$ cat src/rtl/tlk2711_pkg.sv
// Shared constants and enumerations for the TLK2711 transmit engine.
// K-character code words carry their K flag on the low byte only.
package tlk2711_pkg;

  localparam logic [15:0] K_IDLE = 16'hC5BC;
  localparam logic [15:0] K_SOF  = 16'h50FB;
  localparam logic [15:0] K_EOF  = 16'h50FD;

  typedef enum logic [1:0] {
    MODE_IDLE   = 2'd0,
    MODE_CNT    = 2'd1,
    MODE_STREAM = 2'd2,
    MODE_PRBS   = 2'd3
  } mode_e;

  typedef enum logic [2:0] {
    ST_OFF,
    ST_GAP,
    ST_SOF,
    ST_PAY,
    ST_CSUM,
    ST_EOF,
    ST_HOLD
  } state_e;

  // Counter and stream modes send framed traffic; the others just hold the line.
  function automatic logic is_framed(mode_e m);
    return (m == MODE_CNT) || (m == MODE_STREAM);
  endfunction

endpackage

$ cat src/rtl/tlk2711_tx_engine_if.sv
// User payload stream into the transmit engine (valid/ready handshake).
interface tlk2711_tx_engine_if;

  logic [15:0] s_data;
  logic        s_valid;
  logic        s_ready;

  modport master (output s_data, output s_valid, input s_ready);
  modport slave  (input s_data, input s_valid, output s_ready);

endinterface

$ cat src/rtl/tlk2711_tx_word.sv
// Registered TLK2711 output stage: one word plus its K flags per tx_clk.
module tlk2711_tx_word
  import tlk2711_pkg::*;
(
  input  logic        clk,
  input  logic        rst,
  input  logic [15:0] word_i,
  input  logic        kmsb_i,
  input  logic        klsb_i,
  output logic [15:0] txd_o,
  output logic        tkmsb_o,
  output logic        tklsb_o
);

  logic [15:0] txd_q;
  logic        tkmsb_q;
  logic        tklsb_q;

  // Reset parks the link on IDLE so the far end never sees a torn frame.
  always_ff @(posedge clk or posedge rst) begin
    if (rst) begin
      txd_q   <= K_IDLE;
      tkmsb_q <= 1'b0;
      tklsb_q <= 1'b1;
    end else begin
      txd_q   <= word_i;
      tkmsb_q <= kmsb_i;
      tklsb_q <= klsb_i;
    end
  end

  assign txd_o   = txd_q;
  assign tkmsb_o = tkmsb_q;
  assign tklsb_o = tklsb_q;

endmodule

$ cat src/rtl/tlk2711_tx_engine.sv
// TLK2711 transmit engine: session control, SOF/payload/checksum/EOF framing,
// inter-frame gap and device PRBS hand-off, driving the TX pins from tx_clk.
module tlk2711_tx_engine
  import tlk2711_pkg::*;
#(
  parameter int unsigned FRAME_LEN = 256,
  parameter int unsigned IDLE_GAP  = 4,
  parameter logic [15:0] CNT_INIT  = 16'h0000,
  parameter int unsigned FCNT_W    = 32
) (
  input  logic              tx_clk,
  input  logic              rst,
  input  logic              i_start,
  input  logic              i_stop,
  input  logic [1:0]        i_mode,
  output logic              o_stop_ack,
  output logic              o_busy,
  tlk2711_tx_engine_if.slave s_if,
  output logic [15:0]       o_txd,
  output logic              o_tkmsb,
  output logic              o_tklsb,
  output logic              o_loopen,
  output logic              o_prbsen,
  output logic              o_enable,
  output logic              o_lckrefn,
  output logic              o_testen,
  output logic [FCNT_W-1:0] o_frame_cnt,
  output logic              o_underrun
);

  if (FRAME_LEN == 0 || FRAME_LEN > 65535) begin : g_bad_frame_len
    $error("tlk2711_tx_engine: FRAME_LEN must be in 1..65535");
  end
  if (IDLE_GAP == 0 || IDLE_GAP > 65536) begin : g_bad_idle_gap
    $error("tlk2711_tx_engine: IDLE_GAP must be in 1..65536");
  end

  localparam logic [15:0] PAY_LAST = 16'(FRAME_LEN - 1);
  localparam logic [15:0] GAP_LAST = 16'(IDLE_GAP - 1);

  state_e              state_q, state_d;
  mode_e               mode_q, mode_d;
  logic                stop_pend_q, stop_pend_d;
  logic                stop_ack_q, stop_ack_d;
  logic                busy_q, busy_d;
  logic                prbsen_q, prbsen_d;
  logic                enable_q;
  logic [FCNT_W-1:0]   frame_cnt_q, frame_cnt_d;
  logic                underrun_q, underrun_d;
  logic [15:0]         gap_cnt_q, gap_cnt_d;
  logic [15:0]         pay_cnt_q, pay_cnt_d;
  logic [15:0]         csum_q, csum_d;
  logic                s_ready_q, s_ready_d;
  logic [15:0]         word_d;
  logic                klsb_d;
  logic                stop_req;
  mode_e               start_mode;

  assign start_mode = mode_e'(i_mode);

  always_ff @(posedge tx_clk or posedge rst) begin
    if (rst) begin
      state_q     <= ST_OFF;
      mode_q      <= MODE_IDLE;
      stop_pend_q <= 1'b0;
      stop_ack_q  <= 1'b0;
      busy_q      <= 1'b0;
      prbsen_q    <= 1'b0;
      enable_q    <= 1'b0;
      frame_cnt_q <= '0;
      underrun_q  <= 1'b0;
      gap_cnt_q   <= '0;
      pay_cnt_q   <= '0;
      csum_q      <= '0;
      s_ready_q   <= 1'b0;
    end else begin
      state_q     <= state_d;
      mode_q      <= mode_d;
      stop_pend_q <= stop_pend_d;
      stop_ack_q  <= stop_ack_d;
      busy_q      <= busy_d;
      prbsen_q    <= prbsen_d;
      enable_q    <= 1'b1;
      frame_cnt_q <= frame_cnt_d;
      underrun_q  <= underrun_d;
      gap_cnt_q   <= gap_cnt_d;
      pay_cnt_q   <= pay_cnt_d;
      csum_q      <= csum_d;
      s_ready_q   <= s_ready_d;
    end
  end

  // word_d is the word for the current state; the output stage puts it on the pins next cycle.
  always_comb begin
    state_d     = state_q;
    mode_d      = mode_q;
    stop_pend_d = stop_pend_q;
    stop_ack_d  = 1'b0;
    busy_d      = busy_q;
    prbsen_d    = prbsen_q;
    frame_cnt_d = frame_cnt_q;
    underrun_d  = underrun_q;
    gap_cnt_d   = gap_cnt_q;
    pay_cnt_d   = pay_cnt_q;
    csum_d      = csum_q;
    word_d      = K_IDLE;
    klsb_d      = 1'b1;
    stop_req    = i_stop | stop_pend_q;

    if (i_stop) stop_pend_d = 1'b1;

    case (state_q)
      ST_OFF: begin
        stop_pend_d = 1'b0;
        if (stop_req) begin
          stop_ack_d = 1'b1;
          busy_d     = 1'b0;
          prbsen_d   = 1'b0;
        end else if (i_start) begin
          mode_d      = start_mode;
          busy_d      = 1'b1;
          frame_cnt_d = '0;
          underrun_d  = 1'b0;
          if (is_framed(start_mode)) begin
            state_d   = ST_GAP;
            gap_cnt_d = '0;
          end else begin
            state_d  = ST_HOLD;
            prbsen_d = (start_mode == MODE_PRBS);
          end
        end
      end
      ST_HOLD: begin
        if (stop_req) begin
          state_d     = ST_OFF;
          stop_pend_d = 1'b0;
          stop_ack_d  = 1'b1;
          busy_d      = 1'b0;
          prbsen_d    = 1'b0;
        end
      end
      ST_GAP: begin
        if (gap_cnt_q == GAP_LAST) state_d = ST_SOF;
        else gap_cnt_d = gap_cnt_q + 16'd1;
      end
      ST_SOF: begin
        word_d    = K_SOF;
        csum_d    = '0;
        pay_cnt_d = '0;
        state_d   = ST_PAY;
      end
      ST_PAY: begin
        if (mode_q == MODE_STREAM && !(s_if.s_valid && s_ready_q)) begin
          underrun_d = 1'b1;
        end else begin
          word_d = (mode_q == MODE_STREAM) ? s_if.s_data : CNT_INIT + pay_cnt_q;
          klsb_d = 1'b0;
          csum_d = csum_q + word_d;
          if (pay_cnt_q == PAY_LAST) state_d = ST_CSUM;
          else pay_cnt_d = pay_cnt_q + 16'd1;
        end
      end
      ST_CSUM: begin
        word_d  = csum_q;
        klsb_d  = 1'b0;
        state_d = ST_EOF;
      end
      ST_EOF: begin
        word_d      = K_EOF;
        frame_cnt_d = frame_cnt_q + FCNT_W'(1);
        // A pending stop stays set so OFF issues the ack one cycle after EOF.
        if (stop_req) begin
          state_d = ST_OFF;
        end else begin
          state_d   = ST_GAP;
          gap_cnt_d = '0;
        end
      end
      default: state_d = ST_OFF;
    endcase

    s_ready_d = (state_d == ST_PAY) && (mode_d == MODE_STREAM);
  end

  tlk2711_tx_word u_word (
    .clk     (tx_clk),
    .rst     (rst),
    .word_i  (word_d),
    .kmsb_i  (1'b0),
    .klsb_i  (klsb_d),
    .txd_o   (o_txd),
    .tkmsb_o (o_tkmsb),
    .tklsb_o (o_tklsb)
  );

  assign s_if.s_ready = s_ready_q;
  assign o_stop_ack   = stop_ack_q;
  assign o_busy       = busy_q;
  assign o_prbsen     = prbsen_q;
  assign o_enable     = enable_q;
  assign o_frame_cnt  = frame_cnt_q;
  assign o_underrun   = underrun_q;
  assign o_loopen     = 1'b0;
  assign o_lckrefn    = 1'b1;
  assign o_testen     = 1'b0;

endmodule

$ cat src/flat_wrapper.sv
// flat-port wrapper written by rule: the top's interface ports become plain ports
module tlk2711_tx_engine_flat import tlk2711_pkg::*;
#(
  parameter int unsigned FRAME_LEN = 256,
  parameter int unsigned IDLE_GAP  = 4,
  parameter logic [15:0] CNT_INIT  = 16'h0000,
  parameter int unsigned FCNT_W    = 32
)
  (tx_clk, rst, i_start, i_stop, i_mode, o_stop_ack, o_busy, o_txd, o_tkmsb, o_tklsb, o_loopen, o_prbsen, o_enable, o_lckrefn, o_testen, o_frame_cnt, o_underrun, s_if_s_data, s_if_s_valid, s_if_s_ready);
  tlk2711_tx_engine_if s_if_i ();
  input  logic tx_clk;
  input  logic rst;
  input  logic i_start;
  input  logic i_stop;
  input  logic [1:0] i_mode;
  output logic o_stop_ack;
  output logic o_busy;
  output logic [15:0] o_txd;
  output logic o_tkmsb;
  output logic o_tklsb;
  output logic o_loopen;
  output logic o_prbsen;
  output logic o_enable;
  output logic o_lckrefn;
  output logic o_testen;
  output logic [FCNT_W-1:0] o_frame_cnt;
  output logic o_underrun;
  input wire logic [$bits(s_if_i.s_data)-1:0] s_if_s_data;
  input wire logic [$bits(s_if_i.s_valid)-1:0] s_if_s_valid;
  output wire logic [$bits(s_if_i.s_ready)-1:0] s_if_s_ready;
  assign s_if_i.s_data = s_if_s_data;
  assign s_if_i.s_valid = s_if_s_valid;
  assign s_if_s_ready = s_if_i.s_ready;
  tlk2711_tx_engine #(.FRAME_LEN(FRAME_LEN), .IDLE_GAP(IDLE_GAP), .CNT_INIT(CNT_INIT), .FCNT_W(FCNT_W)) u_core (.tx_clk(tx_clk), .rst(rst), .i_start(i_start), .i_stop(i_stop), .i_mode(i_mode), .o_stop_ack(o_stop_ack), .o_busy(o_busy), .s_if(s_if_i), .o_txd(o_txd), .o_tkmsb(o_tkmsb), .o_tklsb(o_tklsb), .o_loopen(o_loopen), .o_prbsen(o_prbsen), .o_enable(o_enable), .o_lckrefn(o_lckrefn), .o_testen(o_testen), .o_frame_cnt(o_frame_cnt), .o_underrun(o_underrun));
endmodule
$ cat config.mk
export PLATFORM = sky130hd
export DESIGN_NAME = tlk2711_tx_engine_flat
export DESIGN_NICKNAME = d
export VERILOG_FILES = /design/src/rtl/tlk2711_pkg.sv /design/src/rtl/tlk2711_tx_engine_if.sv /design/src/rtl/tlk2711_tx_word.sv /design/src/rtl/tlk2711_tx_engine.sv /design/src/flat_wrapper.sv
export SDC_FILE = /design/constraint.sdc
export NUM_CORES = 1
export LEC_CHECK = 0
export ABC_AREA = 1
export CAP_MARGIN = 5
export CORE_ASPECT_RATIO = 0.8
export CORE_MARGIN = 8
export CORE_UTILIZATION = 49
export CTS_CLUSTER_SIZE = 28
export DETAILED_ROUTE_END_ITERATION = 8
export PLACE_DENSITY = 0.68
export RECOVER_POWER = 50
export REMOVE_ABC_BUFFERS = 1
export SLEW_MARGIN = 20
export SYNTH_ARGS = -nofsm -noshare
export SYNTH_HDL_FRONTEND = slang
export SYNTH_SLANG_ARGS = --single-unit
$ cat constraint.sdc
create_clock -name tx_clk -period 4.29 [get_ports tx_clk]
set_clock_uncertainty 0.15 [all_clocks]
set_input_delay 0.858 -clock tx_clk [delete_from_list [all_inputs] [get_ports tx_clk]]
set_output_delay 0.858 -clock tx_clk [all_outputs]
set_load 0.01 [all_outputs]
### After elaboration in Yosys (flattened, before gate mapping)

Index checks and enable logic that the tools add are counted.
Widths: inputs -> output; s select.

* register bits after elaboration: 109
* bits in latches: 0
* RAM bits: 0
* memory bits (read-only): 0
* logic and storage cells: 112
* memories kept: 0

* add/subtract/negate cells: 4
* multiply operators: 0
* divide/modulo/power cells: 0
* order comparisons: 0
* equal/unequal tests: 25
* shift operators: 0
* multiplexer cells: 48
* bitwise operators: 1
* reduce and logical (&&, ||, !) cells: 19

Operators with widths (count)
* $mux 16: 10
* $mux 32: 2
* $pmux 16 s2: 2
* $pmux 16 s4: 1
* $pmux 32 s2: 1
* $pmux 16 s3: 1
* $add 16x1->16 const B: 2
* $add 32x1->32 const B: 1
* $mux 3: 7
* $pmux 3 s7: 1
* $add 16x16->16: 1
* $eq 16x2->1 const B: 1
* $eq 16x8->1 const B: 1
* $mux 1: 15
* $ne 2x2->1 const B: 6
* $pmux 1 s2: 5
* $eq 3x2->1 const B: 3
* $eq 3x3->1 const B: 3
* $reduce_and 3->1: 3
* $eq 2x2->1 const B: 4
* $reduce_and 4->1: 2
* $reduce_bool 2->1: 4
* $mux 2: 3
* $ne 2x1->1 const B: 3
* 12 further kinds: 15

### Longest topological paths before layout

* word-level depth: 8
* depth in mapped cells: 17

### Cells and area by module

A second synthesis with hierarchy kept.

* cells, all modules: 1031
* area total of the unflattened synthesis: 7099.3 um^2

Modules (own cells, without submodules)
* tlk2711_tx_engine: times used 1, cells each 1012, area an instance 6632.6 um^2, sequential area each 2302.2 um^2
* tlk2711_tx_word: times used 1, cells each 19, area an instance 466.7 um^2, sequential area each 462.9 um^2

### Least setup slack after synthesis

No wires, ideal clock.

* path kind: in2reg
* start point: in s_if_s_data[1]
* end point: reg u_core.csum_q[12]
* library setup time: 0.117 ns
* data arrival time: 2.131 ns
* required time: 4.023 ns
* setup slack: 1.892 ns
* stages on the path: 12
* buffers on the path: 0
* cell sequence: inv_1 > o21ai_0 > inv_1 > fa_1 > inv_1 > nand3_1 > nand3_1 > nand3_1 > nand3_1 > nand2_1 > nand3_1 > nand2_1

* cells in the longest elaborated chain, start to end: 4

Ends and longest elaborated chain
* start, declared: line flat_wrapper.sv:28 `input wire logic [$bits(s_if_i.s_data)-1:0] s_if_s_data;`
* $mux 16: line tlk2711_tx_engine.sv:156 `word_d = (mode_q == MODE_STREAM) ? s_if.s_data : CNT_INIT + pay_cnt_q;`
* $add 16x16->16: line tlk2711_tx_engine.sv:158 `csum_d = csum_q + word_d;`
* $mux 16: line tlk2711_tx_engine.sv:153 `if (mode_q == MODE_STREAM && !(s_if.s_valid && s_ready_q)) begin`
* $pmux 16 s2: line tlk2711_tx_engine.sv:112 `case (state_q)`
* end signal, assigned: line tlk2711_tx_engine.sv:88 `csum_q <= csum_d;`
* end, declared: line tlk2711_tx_engine.sv:52 `logic [15:0] csum_q, csum_d;`

No other way between the ends. The select of a mux whose other input is x is not followed.
A chain may end at the register's enable or synchronous reset.

### Worst setup path after layout

* start point: in i_stop
* end point: reg u_core.frame_cnt_q[9] (netlist: u_core.o_frame_cnt[9])

* cells in the longest elaborated chain, start to end: 3

Ends and longest elaborated chain
* start, declared: line flat_wrapper.sv:14 `input logic i_stop;`
* $or 1x1->1: line tlk2711_tx_engine.sv:108 `stop_req = i_stop | stop_pend_q;`
* $ne 2x2->1 (no line)
* $reduce_and 3->1 (no line)
* end signal, assigned: line tlk2711_tx_engine.sv:84 `frame_cnt_q <= frame_cnt_d;`
* end, declared: line tlk2711_tx_engine.sv:48 `logic [FCNT_W-1:0] frame_cnt_q, frame_cnt_d;`

No other way between the ends.

==> impl_metrics.tcl <==
set metrics [dict create \
    grt_pass1_wl_um 32310 \
    antenna_found_initial 0 \
    synth_top_area_cell "dfrtp_1" \
    synthArstFlopShare_pct 100.0 \
    drt_iter0_drc 420 \
    fin_util_pct 58.51 \
    yosysUniqueCellTypes 47 \
    finalHoldViolCount 0 \
    drt_pass1_iterations 7 \
    dp_hpwl_um 14840 \
    crit_path_max_fanout 18 \
    num_vias 6927 \
    drc_errors 0 \
    cts_buffers 9 \
    cts_tree "built" \
    drive_above_1_share_pct 4.074 \
    path_clk_slew_ns 0.07 \
    numPortBuffers 77 \
    layout_commonest_cell "nand2_1" \
    syn2layout_area_growth_pct 17.29 \
    reg2reg_depth 6 \
    violations "capacitance limit, slew limit" \
    max_freq_mhz 306.5 \
    yosysWarnings 0 \
    post-place-ws_ns 1.139 \
    cts_hold_buf 0 \
    worstPathArrival_ns 3.36 \
    track_usage_pct 21.90 \
    rows 39 \
    first_global_vias 6289 \
    gp_congestion 0.9089 \
    netlist_area_um2 7108 \
    post-cts-setup-buffer-count 0 \
    wirelength_um 19670 \
    critPathKind "input port to flop" \
    antenna_left 0 \
    synth_top_cell_area_share_pct 34.85 \
    ctsResizeCount 0 \
    crit_path_end_kind "flop" \
    finalSetupTns_ns 0 \
    maxSlewViolCount 35 \
    r2r_end "u_core.u_word.txd_o[3]" \
    viasPerCell 5.276 \
    yosysSeqAreaShare_pct 38.55 \
    ys_seq_elements 109 \
    max_slew_margin_pct -7.506 \
    outcome "finished with violations" \
    layout_common_cells "342 x nand2_1, 148 x inv_1, 108 x nand3_1, 100 x nor2_1, 99 x dfrtp_1" \
    setup_ws_ns 1.028 \
    h-tree-depth 3 \
    cp.required_ns 4.39 \
    wl_per_cell_um 14.98 \
    die_area_um2 18640 \
    min_from "u_core.gap_cnt_q[14]" \
    fin_crit_ns 3.262 \
    n_antenna_cell 0 \
    worstMarginPinSlew_ns 1.604 \
    clk_latency_ns 0.36 \
    cap_violations 1 \
    top_level_ports 82 \
    r2r_start "u_core.state_q[2]" \
    grt_max_degree 45 \
    initial_core_util_pct 49.89 \
    hold_depth 2 \
    holdPathEnd "u_core.gap_cnt_q[14]" \
    setup_viol 0 \
    reg2reg_slack_ns 1.18 \
    avgSynthCellArea_um2 6.750 \
    setup.worst_path.start_class "input port" \
    grt-ovfl-total 0 \
    rsz0062_at_grt "no" \
    synth_edf_count 0 \
    fill_cells 1354 \
    clock_sinks 109 \
    layout_worst_path_cycle_share_pct 76.05 \
    core_um2 14250 \
    p_leak_nw 4.073 \
    ys.flop_type "dfrtp_1" \
    synth_area_leaders "dfrtp_1 35%, nand2_1 18%, inv_1 7.7%" \
    ir_worst_vdd_uv 390.5 \
    die_w_um 150.7 \
    synthCells 1053 \
    power_density_nw_per_um2 566.8 \
    nNetsFinal 1167 \
    hp-class "flop to flop" \
    clockRootBuffer "clkbuf_16" \
    dieHeight_um 123.7 \
    cts_buffer_depth 2 \
]
## sequential cells by signal, summed over array words and instances, names as in the netlist, 2 cells and up
signal / count
u_core.mode_q: 2
u_core.u_word.txd_o: 16
u_core.pay_cnt_q: 16
u_core.gap_cnt_q: 16
u_core.state_q: 3
u_core.o_frame_cnt: 32
u_core.csum_q: 16
## worst max-delay path by stage
stage / from / end / slack (ns) / cells after the start
6_report: i_stop / u_core.o_frame_cnt[9] / 1.03 / 9
5_1_grt: i_stop / u_core.o_frame_cnt[9] / 0.77 / 8
4_1_cts: s_if_s_data[1] / u_core.csum_q[8] / 1.51 / 13
3_5_place_dp: s_if_s_data[1] / u_core.csum_q[8] / 1.14 / 13
3_3_place_gp: s_if_s_data[1] / u_core.csum_q[12] / 1.16 / 13
2_1_floorplan: rst / u_core.csum_q[0] / 0.42 / 1
## stage by stage
stage	area (um2)	total power [W]	cells	hold slack, ns
after detailed placement	8036	0.003828	1297	0.3454
after floorplan	6998	0.002940	1033	0.3138
after global routing	8337	0.005096	1313	0.3844
after CTS	8366	0.004779	1313	0.3627
final	8337	0.004725	1313	0.3586
after global placement	8036	0.003804	1297	0.3417
## where the power goes
group	switching [W]	internal [W]	total, W	leakage, nW
registers	0.000359	0.00139	0.00175	1.44
clock network	0.000386	0.000546	0.000932	0.160
logic	0.00125	0.000793	0.00204	2.47
## cell usage after synthesis (8+ instances only)
cell type  number
a21oi_1        35
buf_2          10
dfrtp_1        99
dfstp_2        10
ha_1           19
inv_1         146
nand2_1       342
nand3_1       107
nand4_1        20
nor2_1         96
nor3_1         35
o21ai_0        44
xor2_1          8
## final cells by class
cell class	instances	area [um2]	share of cell area [%]
flip-flops and latches	109	2740	32.87
clock inverters	3	68.82	0.8255
clock buffers	13	260.3	3.122
repair buffers	80	803.3	9.635
well taps	184	230.2	2.762
inverters	153	575.6	6.904
multi-input cells	771	3659	43.88
## routing by layer
metal / track usage, % / vias to the layer above / part of all wire [%]
li1: - / 3522 / -
met1: 31.31 / 3157 / 48
met2: 32.69 / 231 / 42
met3: 5.628 / 17 / 7.8
met4: 5.120 / 0 / 1.3
met5: 0 / - / 0
## critical path, cell delays in order
cell	delay (ns)
dlygate4sd3_1	0.54
nor2_1	0.40
nand2_1	0.20
nor2_1	0.39
nor2_1	0.42
nor2_1	0.32
nand3_1	0.11
nand2_1	0.07
nor2_1	0.04
## logic make-up (layout without fill, tap and decap cells)
family	count (synthesis)	after routing	share of synthesized area [%]
adder cells (fa/ha/maj)	20	20	3.626
AO/OA/AOI/OAI	115	115	9.506
buffers and inverters	176	249	9.787
AND/OR/NAND/NOR	621	621	37.18
multiplexers	1	1	0.1408
flip-flops	109	109	38.55
other	2	5	0.1057
XOR/XNOR	9	9	1.109
No activity file was read; power rests on OpenSTA's default activity.
